`src/rtl/sprint2_ctrl_pkg.sv`:
```
`default_nettype none
// ============================================================================
// Module   : sprint2_ctrl_pkg
// Brief    : Shared state/direction encodings and quadrature helpers for steering.
// Revision : 1.0
// ============================================================================
package sprint2_ctrl_pkg;

    localparam int DIV_W = 16;

    localparam logic [1:0] IDLE  = 2'd0;
    localparam logic [1:0] RUN_L = 2'd1;
    localparam logic [1:0] RUN_R = 2'd2;

    typedef enum logic [1:0] {
        DIR_NONE = 2'd0,
        DIR_L    = 2'd1,
        DIR_R    = 2'd2
    } dir_t;

    localparam logic [1:0] Q0 = 2'b00;
    localparam logic [1:0] Q1 = 2'b01;
    localparam logic [1:0] Q2 = 2'b11;
    localparam logic [1:0] Q3 = 2'b10;

    // Right walks Q0->Q1->Q2->Q3->Q0; left walks the same ring backwards.
    function automatic logic [1:0] quad_next(input logic [1:0] phase, input logic go_right);
        logic [1:0] nxt;
        nxt = Q0;
        case (phase)
            Q0:      nxt = go_right ? Q1 : Q3;
            Q1:      nxt = go_right ? Q2 : Q0;
            Q2:      nxt = go_right ? Q3 : Q1;
            default: nxt = go_right ? Q0 : Q2;
        endcase
        return nxt;
    endfunction

endpackage
`default_nettype wire

```
`src/rtl/quad_phase_gen.sv`:
```
`default_nettype none
// ============================================================================
// Module   : quad_phase_gen
// Brief    : Gray-coded quadrature phase register and wrapping position counter.
// Revision : 1.0
// ============================================================================
module quad_phase_gen
    import sprint2_ctrl_pkg::*;
(
    input  logic       CLK,
    input  logic       reset,
    input  logic       step,
    input  dir_t       dir,
    output logic [1:0] steer,
    output logic [7:0] position
);

    logic [1:0] r_phase;
    logic [7:0] r_pos;

    always_ff @(posedge CLK) begin
        if (reset) begin
            r_phase <= Q0;
            r_pos   <= 8'd0;
        end else if (step && (dir != DIR_NONE)) begin
            r_phase <= quad_next(r_phase, dir == DIR_R);
            r_pos   <= (dir == DIR_R) ? r_pos + 8'd1 : r_pos - 8'd1;
        end
    end

    assign steer    = r_phase;
    assign position = r_pos;

endmodule
`default_nettype wire

```
`src/rtl/steer_accel_quad.sv`:
```
`default_nettype none
// ============================================================================
// Module   : steer_accel_quad
// Brief    : Digital/analog steering request to accelerating quadrature stepper.
// Revision : 1.0
// ============================================================================
module steer_accel_quad
    import sprint2_ctrl_pkg::*;
#(
    parameter int BASE_DIV   = 22500,
    parameter int MIN_DIV    = 5625,
    parameter int ACCEL_STEP = 1125,
    parameter int ANALOG_DZ  = 8,
    parameter int ANALOG_K   = 160
) (
    input  logic       CLK,
    input  logic       reset,
    input  logic       ce,
    input  logic       left,
    input  logic       right,
    input  logic       analog_en,
    input  logic [7:0] analog_x,
    output logic [1:0] steer,
    output logic [7:0] position,
    output logic       active
);

    localparam logic [DIV_W-1:0] c_base  = DIV_W'(BASE_DIV);
    localparam logic [DIV_W-1:0] c_min   = DIV_W'(MIN_DIV);
    localparam logic [DIV_W-1:0] c_accel = DIV_W'(ACCEL_STEP);
    localparam logic [7:0]       c_dz    = 8'(ANALOG_DZ);
    localparam logic [23:0]      c_k     = 24'(ANALOG_K);
    localparam logic [23:0]      c_span  = 24'(BASE_DIV - MIN_DIV);

    logic [1:0]       r_state;
    logic [DIV_W-1:0] r_cnt;
    logic [DIV_W-1:0] r_cur_div;
    logic             r_active;
    logic             r_step;
    dir_t             r_step_dir;
    logic             r_analog_mode;

    logic [7:0]       w_mag;
    logic [7:0]       w_excess;
    logic [23:0]      w_prod;
    logic [DIV_W-1:0] w_target;
    dir_t             w_req;
    dir_t             w_run_dir;
    logic [DIV_W-1:0] w_reload;
    logic [DIV_W-1:0] w_eff_div;
    logic [DIV_W-1:0] w_accel_div;
    logic             w_fire;
    logic [1:0]       w_state_nxt;
    logic [DIV_W-1:0] w_cnt_nxt;
    logic [DIV_W-1:0] w_div_nxt;
    logic             w_step;
    dir_t             w_step_dir;

    // -128 has no positive twin in 8 bits, so it saturates to 127.
    always_comb begin
        w_mag = analog_x;
        if (analog_x == 8'h80) begin
            w_mag = 8'd127;
        end else if (analog_x[7]) begin
            w_mag = ~analog_x + 8'd1;
        end
        w_excess = (w_mag > c_dz) ? (w_mag - c_dz) : 8'd0;
        w_prod   = {16'd0, w_excess} * c_k;
        w_target = (w_prod >= c_span) ? c_min : (c_base - w_prod[DIV_W-1:0]);
    end

    always_comb begin
        w_req = DIR_NONE;
        if (analog_en) begin
            if (w_mag > c_dz) begin
                w_req = analog_x[7] ? DIR_L : DIR_R;
            end
        end else if (right && !left) begin
            w_req = DIR_R;
        end else if (left && !right) begin
            w_req = DIR_L;
        end
    end

    assign w_run_dir = (r_state == RUN_R) ? DIR_R : DIR_L;
    assign w_reload  = analog_en ? w_target : c_base;

    // Returning from analog to digital restarts the ramp from the slow rate.
    always_comb begin
        w_eff_div = r_cur_div;
        if (analog_en) begin
            w_eff_div = w_target;
        end else if (r_analog_mode) begin
            w_eff_div = c_base;
        end
        w_fire = (w_eff_div <= 16'd1) || (r_cnt >= (w_eff_div - 16'd1));
        w_accel_div = c_min;
        if ((w_eff_div > c_min) && ((w_eff_div - c_min) > c_accel)) begin
            w_accel_div = w_eff_div - c_accel;
        end
    end

    always_comb begin
        w_state_nxt = r_state;
        w_cnt_nxt   = r_cnt;
        w_div_nxt   = r_cur_div;
        w_step      = 1'b0;
        w_step_dir  = DIR_NONE;
        case (r_state)
            IDLE: begin
                if (w_req != DIR_NONE) begin
                    w_state_nxt = (w_req == DIR_R) ? RUN_R : RUN_L;
                    w_cnt_nxt   = '0;
                    w_div_nxt   = w_reload;
                end
            end
            RUN_L, RUN_R: begin
                if (w_req == DIR_NONE) begin
                    w_state_nxt = IDLE;
                    w_cnt_nxt   = '0;
                    w_div_nxt   = c_base;
                end else if (w_req != w_run_dir) begin
                    w_state_nxt = (w_req == DIR_R) ? RUN_R : RUN_L;
                    w_cnt_nxt   = '0;
                    w_div_nxt   = w_reload;
                end else if (w_fire) begin
                    w_step      = 1'b1;
                    w_step_dir  = w_run_dir;
                    w_cnt_nxt   = '0;
                    w_div_nxt   = analog_en ? w_target : w_accel_div;
                end else begin
                    w_cnt_nxt   = r_cnt + 16'd1;
                    w_div_nxt   = w_eff_div;
                end
            end
            default: begin
                w_state_nxt = IDLE;
                w_cnt_nxt   = '0;
                w_div_nxt   = c_base;
            end
        endcase
    end

    always_ff @(posedge CLK) begin
        if (reset) begin
            r_state       <= IDLE;
            r_cnt         <= '0;
            r_cur_div     <= c_base;
            r_active      <= 1'b0;
            r_step        <= 1'b0;
            r_step_dir    <= DIR_NONE;
            r_analog_mode <= 1'b0;
        end else begin
            r_step <= 1'b0;
            if (ce) begin
                r_state       <= w_state_nxt;
                r_cnt         <= w_cnt_nxt;
                r_cur_div     <= w_div_nxt;
                r_active      <= (w_state_nxt != IDLE);
                r_step        <= w_step;
                r_step_dir    <= w_step_dir;
                r_analog_mode <= analog_en;
            end
        end
    end

    quad_phase_gen u_phase (
        .CLK      (CLK),
        .reset    (reset),
        .step     (r_step),
        .dir      (r_step_dir),
        .steer    (steer),
        .position (position)
    );

    assign active = r_active;

endmodule
`default_nettype wire

```
`config.mk`:
```
export PLATFORM = sky130hd
export DESIGN_NAME = steer_accel_quad
export DESIGN_NICKNAME = d
export VERILOG_FILES = /design/src/rtl/sprint2_ctrl_pkg.sv /design/src/rtl/quad_phase_gen.sv /design/src/rtl/steer_accel_quad.sv
export SDC_FILE = /design/constraint.sdc
export NUM_CORES = 1
export LEC_CHECK = 0
export BUFFER_PORTS_ARGS = -buffer_cell sky130_fd_sc_hd__buf_2
export CAP_MARGIN = 15
export CORE_ASPECT_RATIO = 0.75
export CORE_MARGIN = 2
export CORE_UTILIZATION = 65
export CTS_BUF_LIST = sky130_fd_sc_hd__clkbuf_8
export DETAILED_ROUTE_END_ITERATION = 7
export GPL_ROUTABILITY_DRIVEN = 1
export PLACE_DENSITY = 0.95
export SYNTH_ARGS = -nofsm -noshare
export SYNTH_HDL_FRONTEND = slang
export SYNTH_SLANG_ARGS = --single-unit
```
`constraint.sdc`:
```
create_clock -name CLK -period 17.5 [get_ports CLK]
set_clock_uncertainty 0.2 [all_clocks]
set_input_delay 1.75 -clock CLK [delete_from_list [all_inputs] [get_ports CLK]]
set_output_delay 1.75 -clock CLK [all_outputs]
set_load 0.005 [all_outputs]
```
==> metrics <==
Routed Antenna Nets 0; Yosys reg bits 49; area leader, netlist dfxtp_1; remaining routing DRC violations 0; pwr/cell area 81.92 nW/µm²; placed cell count 894; GRT overflow 0; hold path start r_cur_div[15]; first-pass GRT wire length 30550 µm; Placed Area 5802 µm²; asr flop ratio synth 0; clk sink count around 50; I/O pin count 25; # resized after CTS 0; die height 85.07 µm; fmax between 70 and 80 MHz; Core Area 8491 µm²; Syn Std Cell Area 5695 µm²; WP buf/inv 4; CTS Root Cell clkbuf_8; maximum vdd drop 0.06248 mV; kind of cell adding the most delay to the critical path simple AND/OR/NAND/NOR gates; Startpoint Class primary input; final count of hold timing violations 0; Post-synth EDFFs 0; CTS tree done; Final Cycle Share 0.7181; largest net degree at the start of global routing 43; dpl hpwl approximately 14000 µm; CTS clock-pin slew for the worst setup and hold paths 0.11 ns; Post-Route WL 19150 µm; P&R area growth vs syn 3.669%; Worst Hold End r_cur_div[15]; vias in the first global route 5849; H-tree levels 2; outcome complete, no violations; Gate Count Post-Synth 800; max cap viols 0; RR Startpoint r_analog_mode; Initial DRC Count 1161; Reg2Reg Depth 17; initial antenna violation count 0; crit-path max cell delay 0.97 ns; critical path's slowest cell nor2_1; mean post-synth cell area 7.119 µm²; Slew headroom 0.1993; DIE WIDTH 112.1 µm; post-synthesis cell type count 83; Setup Buffers After CTS 0; most frequent cells after synthesis nor2_1, nand2_1, a21oi_1; share of cells above drive strength 1 0.08428; diode count 0; WL per Instance 21.20 µm; GPL Wtd Cong 1.069; Min Clock Period, post-route around 13 ns; Seq/Total Area, Yosys 0.1722; Worst Path Max Fanout 16; reg2reg setup slack 10.76 ns; hold path cells 2; Synth top area share 0.1722; count of input and output buffers 24; Num CTS Buffers 5; reg2reg end r_cnt[9]; worst min path class flip-flop to flip-flop; # setup viols final 0; Static Leakage roughly 2.3 nW; drt pass-1 iters 7; top cells by area, synth dfxtp_1, ha_1, nor2_1; fin cells 903; Mapped Nets 857; Total GRT Usage 0.3971; Min Hold Slack roughly 0.3 ns; crit end category flip-flop; CP Class primary input to flip-flop; RSZ-0062 raised after global routing false; Initial Util 0.6708; fin. max-slew vios 0; CP dominant cell by count ha_1; setup TNS 0 ns; Total Power between 400 and 500 µW; Final #Nets around 850; Die Area about 9500 µm²; Least-Margin Pin Slew 1.188 ns; Vias per Instance 7.202; count leader, synth nor2_1; Clock Latency Late Sink 0.33 ns; clk buf depth 2; Yosys warning count 0; cell row count 29; via count around 6500; hold buffers post-CTS 0; Synth Flop Type dfxtp_1; final non-filler cell area 5904 µm²; Worst EP arrival around 13 ns; WP data required about 18 ns
worst register-to-register path, delay by kind of cell, from the launching register on:
kind	cells	cell delay, ns
XOR/XNOR	1	0.21
AO/OA/AOI/OAI	7	1.81
flip-flops	1	0.69
AND/OR/NAND/NOR	7	3.09
adder cells (fa/ha/maj)	2	0.67
layer usage:
metal  GRT usage  up-vias  share of wire
met3      0.1007       88           0.15
met4      0.1109        0          0.029
met2      0.5624      505           0.40
met5           0        -              0
li1            -     2941              -
met1      0.5939     2969           0.42
cells in the final DEF, fill, tap and decap left out, drive strengths merged, types with 14 or more instances in the layout:
cell	netlist	routed
nor2	106	106
nand2	74	74
a21oi	67	67
o21ai	64	64
dfxtp	49	49
ha	41	41
xnor2	31	31
buf	8	31
nand3	24	24
inv	22	23
a31oi	21	21
nor3	20	20
and3	17	17
a21o	16	16
nand3b	14	14
where the power goes:
| group | switching, mW | total, mW | leakage, nW | internal [mW] |
|---|---|---|---|---|
| Combinational | 0.192 | 0.288 | 1.87 | 0.0955 |
| Clock | 0.0463 | 0.0755 | 0.0423 | 0.0292 |
| Sequential | 0.00486 | 0.121 | 0.396 | 0.116 |
| Total | 0.243 | 0.484 | 2.31 | 0.240 |
logic make-up after synthesis:
family / count (synthesis) / synth area share
fa+ha+maj: 43 / 0.09710
simple gates: 328 / 0.2889
buf+inv: 67 / 0.04921
mux: 6 / 0.01076
compound gates: 268 / 0.3218
xor+xnor: 39 / 0.05997
flops: 49 / 0.1722
layout make-up:
class / count / area [µm²]
Multi-Input combinational cell: 684 / 4434
Fill cell: 713 / 2586
Sequential cell: 49 / 980.9
Timing Repair Buffer: 31 / 172.7
Tap cell: 108 / 135.1
Inverter: 23 / 86.33
Clock buffer: 5 / 68.82
Clock inverter: 3 / 26.28
sequential cells by signal, summed over array words and instances, names as in the netlist:
register          count
r_step_dir            2
active                1
r_step                1
u_phase.position      8
r_cur_div            16
u_phase.steer         2
r_analog_mode         1
r_cnt                16
r_state               2
through the flow:
step	util	worst slack [ns]
6_report	0.6954	4.933
3_3_place_gp	0.6833	5.687
3_5_place_dp	0.6833	4.999
2_1_floorplan	-	7.244
4_1_cts	0.6945	5.293
5_1_grt	0.6954	4.017
worst max-delay path by stage:
stage / start / to / slack (ns) / cells past startpoint
finish: analog_x[0] / r_cnt[9] / 4.93 / 36
global route: analog_x[0] / r_cnt[9] / 4.02 / 36
CTS: analog_x[0] / r_cnt[9] / 5.29 / 36
detailed placement: analog_x[0] / r_cnt[9] / 5.00 / 36
global placement: analog_x[0] / r_cnt[10] / 5.69 / 36
floorplan: analog_x[0] / r_cnt[10] / 7.24 / 37
(Power assumes the default switching activity.)
